$ cat src/rtl/calc_pkg.sv
// Shared definitions for the arith_calc_seq calculator slice.
//   - opcode codes (OP_ADD..OP_XOR); codes >= NUM_OPS are invalid
//   - FSM state encoding of the top level (state_t)
//   - iteration modes of the shared shift/subtract unit (iter_mode_t)
//   - is_valid_op(): true for the defined opcodes
package calc_pkg;

  localparam int unsigned OP_ADD  = 0;
  localparam int unsigned OP_SUB  = 1;
  localparam int unsigned OP_MUL  = 2;
  localparam int unsigned OP_DIV  = 3;
  localparam int unsigned OP_GCD  = 4;
  localparam int unsigned OP_AND  = 5;
  localparam int unsigned OP_OR   = 6;
  localparam int unsigned OP_XOR  = 7;
  localparam int unsigned NUM_OPS = 8;

  typedef enum logic [1:0] {
    ST_IDLE = 2'd0,
    ST_EXEC = 2'd1,
    ST_FIN  = 2'd2
  } state_t;

  typedef enum logic [1:0] {
    IT_MUL = 2'd0,
    IT_DIV = 2'd1,
    IT_GCD = 2'd2
  } iter_mode_t;

  function automatic logic is_valid_op(input int unsigned op);
    return op < NUM_OPS;
  endfunction

endpackage

$ cat src/rtl/calc_if.sv
// Command/response bundle between the command decoder (master) and the
// calculator core (slave).
//   start/opcode/operand_a/operand_b : request, master -> slave
//   busy/result/done/error           : response, slave -> master
//   state_dbg                        : current FSM state, for observation
// Handshake: start is sampled only while the core is in IDLE; a high start
// at such an edge is the acceptance and latches opcode and operands. start
// seen in EXEC or FIN (busy, or the done cycle) is dropped, not queued. done
// is a one-cycle pulse; result/error stay valid from done until the next
// acceptance.
interface calc_if #(
  parameter int W    = 8,
  parameter int OP_W = 4
);
  import calc_pkg::*;

  logic            start;
  logic [OP_W-1:0] opcode;
  logic [W-1:0]    operand_a;
  logic [W-1:0]    operand_b;
  logic            busy;
  logic [2*W-1:0]  result;
  logic            done;
  logic            error;
  state_t          state_dbg;

  modport master (
    output start, opcode, operand_a, operand_b,
    input  busy, result, done, error, state_dbg
  );

  modport slave (
    input  start, opcode, operand_a, operand_b,
    output busy, result, done, error, state_dbg
  );

endinterface

$ cat src/rtl/calc_iter_unit.sv
// Shared iterative datapath for MUL, DIV and GCD.
//   load  : start a new run with mode/a/b (a,b are magnitudes for MUL)
//   fin   : high for the single cycle in which res is final
//   res   : MUL {hi,lo} product, DIV {quotient,remainder}, GCD {0,gcd}
// MUL and DIV take exactly W steps; GCD runs until u==v. GCD inputs must be
// nonzero (the top resolves zero operands without iterating).
module calc_iter_unit
  import calc_pkg::*;
#(
  parameter int W = 8
) (
  input  logic           clk,
  input  logic           rst_n,
  input  logic           load,
  input  iter_mode_t     mode,
  input  logic [W-1:0]   a,
  input  logic [W-1:0]   b,
  output logic           fin,
  output logic [2*W-1:0] res
);
  localparam int CNT_W = $clog2(W + 1);

  // hi/lo: MUL partial product/multiplier, DIV remainder/quotient, GCD u/v
  logic [W-1:0]     hi, lo, m;
  logic [CNT_W-1:0] cnt, tz;
  iter_mode_t       mode_q;
  logic             running;
  logic [W:0]       add_sum, sub_shift;
  logic             sub_ok, step_done;
  logic [W-1:0]     gcd_val;

  always_comb begin
    add_sum   = {1'b0, hi} + (lo[0] ? {1'b0, m} : '0);
    sub_shift = {hi, lo[W-1]};
    sub_ok    = sub_shift >= {1'b0, m};
    // common factors of two removed along the way are restored here
    gcd_val   = hi << tz;
    step_done = (mode_q == IT_GCD) ? (hi == lo) : (cnt == '0);
  end

  assign fin = running && step_done;

  always_comb begin
    case (mode_q)
      IT_MUL:  res = {hi, lo};
      IT_DIV:  res = {lo, hi};
      default: res = {{W{1'b0}}, gcd_val};
    endcase
  end

  always_ff @(posedge clk) begin
    if (!rst_n) begin
      running <= 1'b0;
      mode_q  <= IT_MUL;
      hi      <= '0;
      lo      <= '0;
      m       <= '0;
      cnt     <= '0;
      tz      <= '0;
    end else if (load) begin
      running <= 1'b1;
      mode_q  <= mode;
      m       <= b;
      cnt     <= CNT_W'(W);
      tz      <= '0;
      if (mode == IT_GCD) begin
        hi <= a;
        lo <= b;
      end else begin
        hi <= '0;
        lo <= a;
      end
    end else if (running) begin
      if (step_done) begin
        running <= 1'b0;
      end else begin
        case (mode_q)
          IT_MUL: begin
            // add multiplicand if LSB set, then shift the whole product right
            {hi, lo} <= {add_sum, lo[W-1:1]};
            cnt      <= cnt - 1'b1;
          end
          IT_DIV: begin
            hi  <= sub_ok ? W'(sub_shift - {1'b0, m}) : sub_shift[W-1:0];
            lo  <= {lo[W-2:0], sub_ok};
            cnt <= cnt - 1'b1;
          end
          default: begin
            // subtract and halve fused in one step keeps the run within ~2W steps
            if (!hi[0] && !lo[0]) begin
              hi <= hi >> 1;
              lo <= lo >> 1;
              tz <= tz + 1'b1;
            end else if (!hi[0]) begin
              hi <= hi >> 1;
            end else if (!lo[0]) begin
              lo <= lo >> 1;
            end else if (hi > lo) begin
              hi <= (hi - lo) >> 1;
            end else begin
              lo <= (lo - hi) >> 1;
            end
          end
        endcase
      end
    end
  end

endmodule

$ cat src/rtl/arith_calc_seq.sv
// Multi-cycle calculator core, W-bit operands, 2W-bit result.
//   clk, rst_n : clock, synchronous active-low reset
//   bus        : calc_if slave (start/opcode/operands in; busy/result/done/
//                error/state_dbg out)
// FSM IDLE -> EXEC -> FIN -> IDLE. The first EXEC cycle either resolves the
// op directly (ADD/SUB/logic, invalid opcode, DIV by 0, GCD with a zero
// operand) or launches calc_iter_unit; FIN is the done cycle.
module arith_calc_seq
  import calc_pkg::*;
#(
  parameter int W    = 8,
  parameter int OP_W = 4
) (
  input logic    clk,
  input logic    rst_n,
  calc_if.slave  bus
);
  localparam logic [W:0] ONE = {{W{1'b0}}, 1'b1};

  state_t          state, state_nxt;
  logic [OP_W-1:0] op_q;
  logic [W-1:0]    a_q, b_q;
  logic            first_q, fast_q;
  logic [2*W-1:0]  result_q;
  logic            error_q;

  int unsigned     op_idx;
  logic            iterative, fast_err, neg, unit_load, unit_fin;
  logic [2*W-1:0]  fast_res, unit_res, mul_signed;
  logic [W:0]      add_sum, sub_sum;
  iter_mode_t      unit_mode;
  logic [W-1:0]    unit_a, unit_b;

  assign op_idx = 32'(op_q);

  // Decode of the latched command: single-cycle result or iterative launch
  always_comb begin
    add_sum   = {1'b0, a_q} + {1'b0, b_q};
    sub_sum   = {1'b0, a_q} + {1'b0, ~b_q} + ONE;
    fast_res  = '0;
    fast_err  = 1'b0;
    iterative = 1'b0;
    unit_mode = IT_MUL;
    unit_a    = a_q;
    unit_b    = b_q;
    if (!is_valid_op(op_idx)) begin
      fast_err = 1'b1;
    end else begin
      case (op_idx)
        OP_ADD: fast_res = {{(W-1){1'b0}}, add_sum};
        OP_SUB: fast_res = {{(W-1){1'b0}}, sub_sum};
        OP_MUL: begin
          iterative = 1'b1;
          unit_mode = IT_MUL;
          unit_a    = a_q[W-1] ? -a_q : a_q;
          unit_b    = b_q[W-1] ? -b_q : b_q;
        end
        OP_DIV: begin
          if (b_q == '0) fast_err = 1'b1;
          else begin
            iterative = 1'b1;
            unit_mode = IT_DIV;
          end
        end
        OP_GCD: begin
          if (a_q == '0 && b_q == '0) fast_err = 1'b1;
          else if (a_q == '0)         fast_res = {{W{1'b0}}, b_q};
          else if (b_q == '0)         fast_res = {{W{1'b0}}, a_q};
          else begin
            iterative = 1'b1;
            unit_mode = IT_GCD;
          end
        end
        OP_AND:  fast_res = {{W{1'b0}}, a_q & b_q};
        OP_OR:   fast_res = {{W{1'b0}}, a_q | b_q};
        OP_XOR:  fast_res = {{W{1'b0}}, a_q ^ b_q};
        default: fast_err = 1'b1;
      endcase
    end
    // product is built on magnitudes; sign goes on as it is captured
    neg        = a_q[W-1] ^ b_q[W-1];
    mul_signed = neg ? -unit_res : unit_res;
  end

  calc_iter_unit #(.W(W)) u_iter (
    .clk   (clk),
    .rst_n (rst_n),
    .load  (unit_load),
    .mode  (unit_mode),
    .a     (unit_a),
    .b     (unit_b),
    .fin   (unit_fin),
    .res   (unit_res)
  );

  always_ff @(posedge clk) begin
    if (!rst_n) state <= ST_IDLE;
    else        state <= state_nxt;
  end

  always_comb begin
    state_nxt = state;
    unit_load = 1'b0;
    case (state)
      ST_IDLE: if (bus.start) state_nxt = ST_EXEC;
      ST_EXEC: begin
        if (first_q)                  unit_load = iterative;
        else if (fast_q || unit_fin)  state_nxt = ST_FIN;
      end
      ST_FIN:  state_nxt = ST_IDLE;
      default: state_nxt = ST_IDLE;
    endcase
  end

  always_ff @(posedge clk) begin
    if (!rst_n) begin
      op_q     <= '0;
      a_q      <= '0;
      b_q      <= '0;
      first_q  <= 1'b0;
      fast_q   <= 1'b0;
      result_q <= '0;
      error_q  <= 1'b0;
    end else if (state == ST_IDLE) begin
      if (bus.start) begin
        op_q    <= bus.opcode;
        a_q     <= bus.operand_a;
        b_q     <= bus.operand_b;
        first_q <= 1'b1;
        fast_q  <= 1'b0;
        error_q <= 1'b0;
      end
    end else if (state == ST_EXEC) begin
      if (first_q) begin
        first_q <= 1'b0;
        if (!iterative) begin
          fast_q   <= 1'b1;
          result_q <= fast_res;
          error_q  <= fast_err;
        end
      end else if (unit_fin) begin
        result_q <= (op_idx == OP_MUL) ? mul_signed : unit_res;
      end
    end
  end

  assign bus.busy      = (state == ST_EXEC);
  assign bus.done      = (state == ST_FIN);
  assign bus.result    = result_q;
  assign bus.error     = error_q;
  assign bus.state_dbg = state;

endmodule

$ cat src/flat_wrapper.sv
// flat-port wrapper written by rule: the top's interface ports become plain ports
module arith_calc_seq_flat import calc_pkg::*;
#(
  parameter int W    = 8,
  parameter int OP_W = 4
)
  (clk, rst_n, bus_start, bus_opcode, bus_operand_a, bus_operand_b, bus_busy, bus_result, bus_done, bus_error, bus_state_dbg);
  calc_if #(.W(W), .OP_W(OP_W)) bus_i ();
  input logic clk;
  input logic rst_n;
  input wire logic [$bits(bus_i.start)-1:0] bus_start;
  input wire logic [$bits(bus_i.opcode)-1:0] bus_opcode;
  input wire logic [$bits(bus_i.operand_a)-1:0] bus_operand_a;
  input wire logic [$bits(bus_i.operand_b)-1:0] bus_operand_b;
  output wire logic [$bits(bus_i.busy)-1:0] bus_busy;
  output wire logic [$bits(bus_i.result)-1:0] bus_result;
  output wire logic [$bits(bus_i.done)-1:0] bus_done;
  output wire logic [$bits(bus_i.error)-1:0] bus_error;
  output wire logic [$bits(bus_i.state_dbg)-1:0] bus_state_dbg;
  assign bus_i.start = bus_start;
  assign bus_i.opcode = bus_opcode;
  assign bus_i.operand_a = bus_operand_a;
  assign bus_i.operand_b = bus_operand_b;
  assign bus_busy = bus_i.busy;
  assign bus_result = bus_i.result;
  assign bus_done = bus_i.done;
  assign bus_error = bus_i.error;
  assign bus_state_dbg = bus_i.state_dbg;
  arith_calc_seq #(.W(W), .OP_W(OP_W)) u_core (.clk(clk), .rst_n(rst_n), .bus(bus_i));
endmodule
$ cat config.mk
export PLATFORM = sky130hd
export DESIGN_NAME = arith_calc_seq_flat
export DESIGN_NICKNAME = d
export VERILOG_FILES = /design/src/rtl/calc_pkg.sv /design/src/rtl/calc_if.sv /design/src/rtl/calc_iter_unit.sv /design/src/rtl/arith_calc_seq.sv /design/src/flat_wrapper.sv
export SDC_FILE = /design/constraint.sdc
export NUM_CORES = 1
export LEC_CHECK = 0
export CORE_UTILIZATION = 65
export DETAILED_ROUTE_END_ITERATION = 6
export GPL_TIMING_DRIVEN = 0
export PLACE_DENSITY_LB_ADDON = 0.05
export SLEW_MARGIN = 20
export SYNTH_ARGS = -nofsm -noshare
export SYNTH_HDL_FRONTEND = slang
export SYNTH_SLANG_ARGS = --single-unit
export TNS_END_PERCENT = 100
$ cat constraint.sdc
create_clock -name clk -period 6.37 [get_ports clk]
set_input_delay 0.9555 -clock clk [delete_from_list [all_inputs] [get_ports clk]]
set_output_delay 0.9555 -clock clk [all_outputs]
set_load 0.05 [all_outputs]
# ---- Word-level counts from Yosys, hierarchy flattened
# Index checks and enable logic that the tools add are counted.
dict set report totals {
  ff_bits 76
  latch_bits 0
  ramBits 0
  romBits 0
  in_bits 23
  output_inout_bits 21
  word_cells 176
  n_memories 0
}
dict set report classes {
  add_sub_neg 12
  multipliers 0
  div 0
  magnitude_cmp 3
  n_eq_ne 22
  shift 1
  n_mux 78
  bitwise 9
  reduce_logical 33
}
# operator count
set op_table {}
lappend op_table {{two-way mux 8 bit} 25}
lappend op_table {{two-way mux 16 bit} 8}
lappend op_table {{one-hot mux 16 bit (6 select lines)} 1}
lappend op_table {{zero test 32 bit} 1}
lappend op_table {{one-hot mux 16 bit (2 select lines)} 1}
lappend op_table {{one-hot mux 8 bit (2 select lines)} 2}
lappend op_table {{adder 8 x 8 -> 9 bit} 3}
lappend op_table {{two-way mux 1 bit} 26}
lappend op_table {{subtractor 8 bit} 3}
lappend op_table {{AND reduction 4 bit} 5}
lappend op_table {{== test 4 x 3 -> 1 bit (second input constant)} 4}
lappend op_table {{zero test 8 bit} 2}
lappend op_table {{two-way mux 4 bit} 4}
lappend op_table {{negation 16 bit} 1}
lappend op_table {{negation 8 bit} 2}
lappend op_table {{two-way mux 2 bit} 7}
lappend op_table {{!= test 6 x 2 -> 1 bit (second input constant)} 2}
lappend op_table {{AND reduction 3 bit} 4}
lappend op_table {{!= test 2 bit (second input constant)} 5}
lappend op_table {{nonzero test 2 bit} 5}
lappend op_table {{adder 9 x 1 -> 9 bit (second input constant)} 1}
lappend op_table {{>= comparator 9 x 8 -> 1 bit} 1}
lappend op_table {{bitwise AND 8 bit} 1}
lappend op_table {{== test 4 x 2 -> 1 bit (second input constant)} 2}
lappend op_table {{other kinds (27)} 42}

# ---- Logic depth before layout (Yosys ltp)
dict set report depth {
  word_depth 10
  ltp_mapped 12
  ltp_nobuf 11
}

# ---- Cells and area by module
# From an unflattened synthesis, not the netlist that was laid out.
dict set report hier_totals {
  cells_unflattened 1016
  area_unflattened_um2 7652.3
}
# module instances cells_per_inst area_per_inst_um2 seq_area_each_um2
set by_module_without_submodules {}
lappend by_module_without_submodules {calc_iter_unit 1 535 3988.8 700.7}
lappend by_module_without_submodules {arith_calc_seq 1 481 3663.5 820.8}

# ---- Worst setup path after synthesis
# No wires, ideal clock.
dict set report synth_path {
  path_kind {reg-to-reg}
  startpoint {reg u_core.state[0] (netlist: u_core.bus.state_dbg[0])}
  endpoint {reg u_core.u_iter.hi[6]}
  setup_time_ns 0.119
  arrival_ns 2.892
  t_required_ns 6.251
  setup_slack_ns 3.359
  path_stages_with_launch 9
  period_less_slack_ns 3.011
  cell_sequence {dfxtp_1 -> nor2b_1 -> and2_1 -> clkbuf_1 -> o21a_1 -> buf_2 -> buf_1 -> o22ai_1 -> o221a_2}
}
dict set report synth_between {
  elab_chain_cells 4
  elab_cells_between_ends 8
  cone_classes {eq/ne (4); mux (2); reduce/logical (2)}
}
# element line_no
set synth_rtl {}
lappend synth_rtl {{from (decl)} arith_calc_seq.sv:20} ;# state_t state, state_nxt;
lappend synth_rtl {{from (signal assigned)} arith_calc_seq.sv:98} ;# else state <= state_nxt;
lappend synth_rtl {{== test 2 x 1 -> 1 bit *} --}
lappend synth_rtl {{net bus_busy} flat_wrapper.sv:15} ;# output wire logic [$bits(bus_i.busy)-1:0] bus_busy;
lappend synth_rtl {{two-way mux 1 bit *} arith_calc_seq.sv:104} ;# case (state)
lappend synth_rtl {{!= test 6 x 2 -> 1 bit (no line), or another cell as far along} --}
lappend synth_rtl {{AND reduction 4 bit (no line)} --}
lappend synth_rtl {{to (signal assigned)} calc_iter_unit.sv:91} ;# hi <= hi >> 1;
lappend synth_rtl {{to (signal assigned)} calc_iter_unit.sv:95} ;# hi <= hi >> 1;
lappend synth_rtl {{to (signal assigned)} calc_iter_unit.sv:99} ;# hi <= (hi - lo) >> 1;
lappend synth_rtl {{to (decl)} calc_iter_unit.sv:24} ;# logic [W-1:0] hi, lo, m;
# The timed path passes the listed nets; every way through them passes the cells marked *.
# A chain may end at the register's enable or synchronous reset.

# ---- Worst setup path after layout
dict set report layout_path {
  startpoint {reg u_core.u_iter.hi[3]}
  endpoint {reg u_core.u_iter.hi[2]}
}
dict set report layout_between {
  elab_chain_cells 9
  elab_cells_between_ends 18
  cone_classes {add/sub (2); order compare (2); eq/ne (3); mux (10); reduce/logical (1)}
}
# element line_no
set layout_rtl {}
lappend layout_rtl {{from (signal assigned)} calc_iter_unit.sv:80} ;# {hi, lo} <= {add_sum, lo[W-1:1]};
lappend layout_rtl {{from (signal assigned)} calc_iter_unit.sv:84} ;# hi <= sub_ok ? W'(sub_shift - {1'b0, m}) : sub_shift[W-1:0];
lappend layout_rtl {{from (signal assigned)} calc_iter_unit.sv:91}
lappend layout_rtl {{subtractor 8 bit} calc_iter_unit.sv:99}
lappend layout_rtl {{two-way mux 8 bit} calc_iter_unit.sv:98} ;# end else if (hi > lo) begin
lappend layout_rtl {{two-way mux 8 bit} calc_iter_unit.sv:96} ;# end else if (!lo[0]) begin
lappend layout_rtl {{two-way mux 8 bit} calc_iter_unit.sv:94} ;# end else if (!hi[0]) begin
lappend layout_rtl {{two-way mux 8 bit} calc_iter_unit.sv:90} ;# if (!hi[0] && !lo[0]) begin
lappend layout_rtl {{one-hot mux 8 bit (2 select lines)} calc_iter_unit.sv:77} ;# case (mode_q)
lappend layout_rtl {{two-way mux 8 bit} calc_iter_unit.sv:74} ;# if (step_done) begin
lappend layout_rtl {{two-way mux 8 bit} calc_iter_unit.sv:73} ;# end else if (running) begin
lappend layout_rtl {{two-way mux 8 bit} calc_iter_unit.sv:60} ;# end else if (load) begin
# Parallel ways exist; a longest one is shown, timed or not. The select of a mux whose other input is x is not followed.

==> reports/results.env <==
YOSYSMOSTFREQUENTCELL='sky130_fd_sc_hd__nand2_1'
SETUP.WORST_PATH.START_CLASS='flop'
MAX-VDD-IR-DROP_mV=0.256
CRITICAL_PATH.N_BUFFERS_INVERTERS=4
CP_NUM_CELLS=12
DETAILEDPLACEMENTHPWL_MM=18.9
MAXSLEWHEADROOM=0.302
FINAL.PERIOD_UTILIZATION=0.689
GRT_START_MAX_NET_PINS=15
WORST_SETUP_HOLD_PATH_CLK_SLEW_NS=0.07
SYNTH_AREA_LEADER_CELL='sky130_fd_sc_hd__dfxtp_1'
PATH_MAX_FANOUT=10
WORST-SLEW-PIN-TRANSITION_NS=1.04
OUTCOME='finished clean'
FP.DIEW_MICRONS=111
FINAL_HOLD_VIOL_COUNT=0
POWERDENSITY_mW_PER_MM2=160
CTS_BUFFER_DEPTH=2
FINAL-SETUP-VIOL-COUNT=0
NUMCTSBUFFERS=9
CTSHTREEMAXLEVEL=3
SYNTH_SEQ_AREA_SHARE=0.198
SYNTH_EDF_COUNT=0
POST_SYNTHESIS_INSTANCE_AREA_SQ_MM=0.00768
SYNTH_WARNINGS=0
ANTENNA_VIOLATIONS_BEFORE_REPAIR=0
SYNTH_FP_NETS=1131
POWER.TOTAL_mW=1.37
DP_WORST_SETUP_SLACK_NS=2.31
POSTCTSSETUPBUFFERS=0
WORST_SLACK_NS=1.98
NUM_VIAS=8268
POSTSYNTH.ASYNCRESETSHARE=0
WIRE_PER_INST_MICRONS=19.8
FINAL_NETS=1184
DESIGN.PORTCOUNT=44
DETAIL_ROUTE.WIRELENGTH_MM=24.6
CP_CELL_SEQUENCE='clkbuf_1 > inv_1 > ha_1 > clkbuf_1 > and4_1 > nand4_1 > o211ai_1 > a31oi_1 > a21o_1 > buf_2 > o21ai_0 > a31oi_1'
CLKLATENCYLATEPIN_NS=0.36
REG2REG_TO='u_core.u_iter.hi[2]'
FMAXACHIEVABLE_GHz=0.228
GLOBAL_ROUTE.USAGE.TOTAL=0.404
WORST_PATH_LARGEST_CELL_DELAY_NS=0.87
CTS_TREE='done'
PERIOD_NEEDED_NS=4.39
INITIAL_UTILIZATION=0.670
SYNTH_COMMON_CELLS='sky130_fd_sc_hd__nand2_1, sky130_fd_sc_hd__nor2_1, sky130_fd_sc_hd__a21oi_1'
DRC=0
PORT_BUFFERS=42
NUMCLOCKSINKS=76
POWER.LEAKAGE_nW=3.07
REG2REG_DEPTH=12
PLACED_AREA_SQ_MM=0.00828
SYNTHESIS_TO_FINISH_AREA_GROWTH_PCT=12.0
WORST_EP_ARRIVAL_TIME_NS=4.60
DR.MAX_LAYER_USED='met4'
CRIT_PATH_TOP_DELAY_CELL='sky130_fd_sc_hd__o211ai_1'
GLOBALROUTE.TOTALOVERFLOW=0
SYNTH_CELL_TYPE_COUNT=82
RSZ_0062_RAISED_AFTER_GLOBAL_ROUTING='no'
PLACE_CONGESTION=1.01
POST_CTS_HOLD_BUFFER_COUNT=0
CRITICAL_PATH.REG2REG.STARTPOINT='u_core.u_iter.hi[3]'
SETUP.WORST_PATH.END='u_core.u_iter.hi[2]'
DIE_H_MICRONS=111
ROUTED-WL-MET2_MM=10.8
FINAL_CELL_AREA_SQ_MM=0.00861
FIN_WORST_SKEW_NS=0.0108
CLOCK_ROOT_CELL='sky130_fd_sc_hd__clkbuf_16'
POSTSYNTHAREAPERCELL_SQ_UM=7.39
HOLD_PATH.CLASS='reg -> reg'
CP.REQUIRED_NS=6.58
GRT_PASS1_WL_MM=39.5
SYNTH_CELLS=1040
MAXSLEWVIOLCOUNT=0
PATH_CLASS='reg -> reg'
DIE-AREA_SQ_MM=0.0123
DETAIL_ROUTE.WIRELENGTH.MET1_MM=10.0
TIMING.CRITICAL_PATH.FROM='u_core.u_iter.hi[3]'
WORST-R2R-SETUP-SLACK_NS=1.98
POST_CTS_RESIZE_COUNT=0
ANTENNA-DIODE-COUNT=0
WORST_PATH_DOMINANT_CELL_FAMILY='compound AO/OA/AOI/OAI gates'
VIASPERCELL=6.66
CORE-AREA_SQ_MM=0.0115
CORE.ROWCOUNT=39
DETAIL-ROUTE-ANTENNA-NETS=0
SYNTH_TOP_CELL_AREA_SHARE=0.198
LAYOUT-DRIVE-GT1-SHARE=0.0601
NFILLCELLS=967
MET3WIRELENGTH_MM=2.52
FIRST_GLOBAL_VIAS=7730
AREA_CONTRIBUTORS_POST_SYNTH='sky130_fd_sc_hd__dfxtp_1, sky130_fd_sc_hd__ha_1, sky130_fd_sc_hd__nand2_1, sky130_fd_sc_hd__a21oi_1, sky130_fd_sc_hd__mux2i_1'
DETAIL_ROUTE.FIRST_PASS.ITERATIONS=6
ENDPOINT_KIND='flop'
POSTSYNTH.TOPFLOPCELL='sky130_fd_sc_hd__dfxtp_1'
DRT_FIRST_ITER_VIOLATIONS=900
SUM_NEG_SETUP_SLACK_NS=0
SYNTH.FF_LATCH_COUNT=76
CAP_VIOL_MAX_COUNT=0
==> report_power, final <==
part / internal, mW / leakage [nW] / total [mW] / switching, mW
Combinational: 0.109 / 2.30 / 0.293 / 0.183
Sequential: 0.488 / 0.616 / 0.510 / 0.0224
Clock: 0.346 / 0.154 / 0.571 / 0.225
Total: 0.943 / 3.07 / 1.37 / 0.431
==> cell usage in the layout (no fill, tap or decap), types with 19 or more instances in the layout <==
| cell type | n |
|---|---|
| sky130_fd_sc_hd__clkbuf_1 | 44 |
| sky130_fd_sc_hd__nor2b_1 | 19 |
| sky130_fd_sc_hd__dfxtp_1 | 76 |
| sky130_fd_sc_hd__o21ai_0 | 64 |
| sky130_fd_sc_hd__o211ai_1 | 21 |
| sky130_fd_sc_hd__inv_1 | 68 |
| sky130_fd_sc_hd__mux2i_1 | 36 |
| sky130_fd_sc_hd__xnor2_1 | 25 |
| sky130_fd_sc_hd__nor2_1 | 83 |
| sky130_fd_sc_hd__clkdlybuf4s50_1 | 42 |
| sky130_fd_sc_hd__a31oi_1 | 24 |
| sky130_fd_sc_hd__nor3_1 | 21 |
| sky130_fd_sc_hd__nand2_1 | 123 |
| sky130_fd_sc_hd__ha_1 | 62 |
| sky130_fd_sc_hd__a21oi_1 | 82 |
==> state kept, by name, indices dropped and copies added, names as in the netlist <==
name / count
u_core.a_q: 8
u_core.b_q: 8
u_core.bus.error: 1
u_core.bus.result: 16
u_core.bus.state_dbg: 2
u_core.fast_q: 1
u_core.first_q: 1
u_core.op_q: 4
u_core.u_iter.cnt: 4
u_core.u_iter.hi: 8
u_core.u_iter.lo: 8
u_core.u_iter.m: 8
u_core.u_iter.mode_q: 2
u_core.u_iter.running: 1
u_core.u_iter.tz: 4
==> worst min-delay path by stage <==
stage,startpoint,to,slack [ns],depth (start not counted)
floorplan,u_core.fast_q,u_core.fast_q,0.44,2
global placement,u_core.bus.result[10],u_core.bus.result[10],0.43,2
detailed placement,u_core.bus.result[12],u_core.bus.result[12],0.45,2
CTS,u_core.bus.result[12],u_core.bus.result[12],0.46,2
global route,u_core.fast_q,u_core.fast_q,0.48,2
finish,u_core.bus.result[12],u_core.bus.result[12],0.45,2
==> cell families after synthesis <==
family | count (synthesis) | share of synthesized area
AND/OR/NAND/NOR | 342 | 0.217
AO/OA/AOI/OAI | 334 | 0.290
buffers and inverters | 135 | 0.0703
flip-flops | 76 | 0.198
adder cells (fa/ha/maj) | 68 | 0.117
XOR/XNOR | 43 | 0.0490
multiplexers | 42 | 0.0586
==> per-layer routing <==
metal	up-vias	track usage
met4	0	0.218
met2	498	0.637
li1	3879	-
met1	3770	0.521
met3	121	0.0760
met5	-	0
==> metrics by stage <==
step                 util  hold WS, ns  cells
global placement    0.722        0.435   1225
CTS                 0.751        0.460   1241
finish              0.751        0.453   1241
detailed placement  0.722        0.445   1225
floorplan               -        0.436   1040
global route        0.751        0.485   1241
==> worst register-to-register path, stage by stage, from the launching register on <==
cell	delay [ns]
sky130_fd_sc_hd__dfxtp_1	0.47
sky130_fd_sc_hd__clkbuf_1	0.45
sky130_fd_sc_hd__inv_1	0.27
sky130_fd_sc_hd__ha_1	0.34
sky130_fd_sc_hd__clkbuf_1	0.33
sky130_fd_sc_hd__and4_1	0.36
sky130_fd_sc_hd__nand4_1	0.29
sky130_fd_sc_hd__o211ai_1	0.87
sky130_fd_sc_hd__a31oi_1	0.14
sky130_fd_sc_hd__a21o_1	0.28
sky130_fd_sc_hd__buf_2	0.19
sky130_fd_sc_hd__o21ai_0	0.16
sky130_fd_sc_hd__a31oi_1	0.09
==> layout make-up <==
class,count,area [sq um],area share
flip-flops and latches,76,1520,0.177
well taps,143,179,0.0208
inverters,70,263,0.0305
repair buffers,42,420,0.0488
clock buffers,9,225,0.0262
clock inverters,7,100,0.0116
multi-input cells,829,5620,0.653
plain buffers,65,278,0.0323
(Power assumes the default switching activity.)
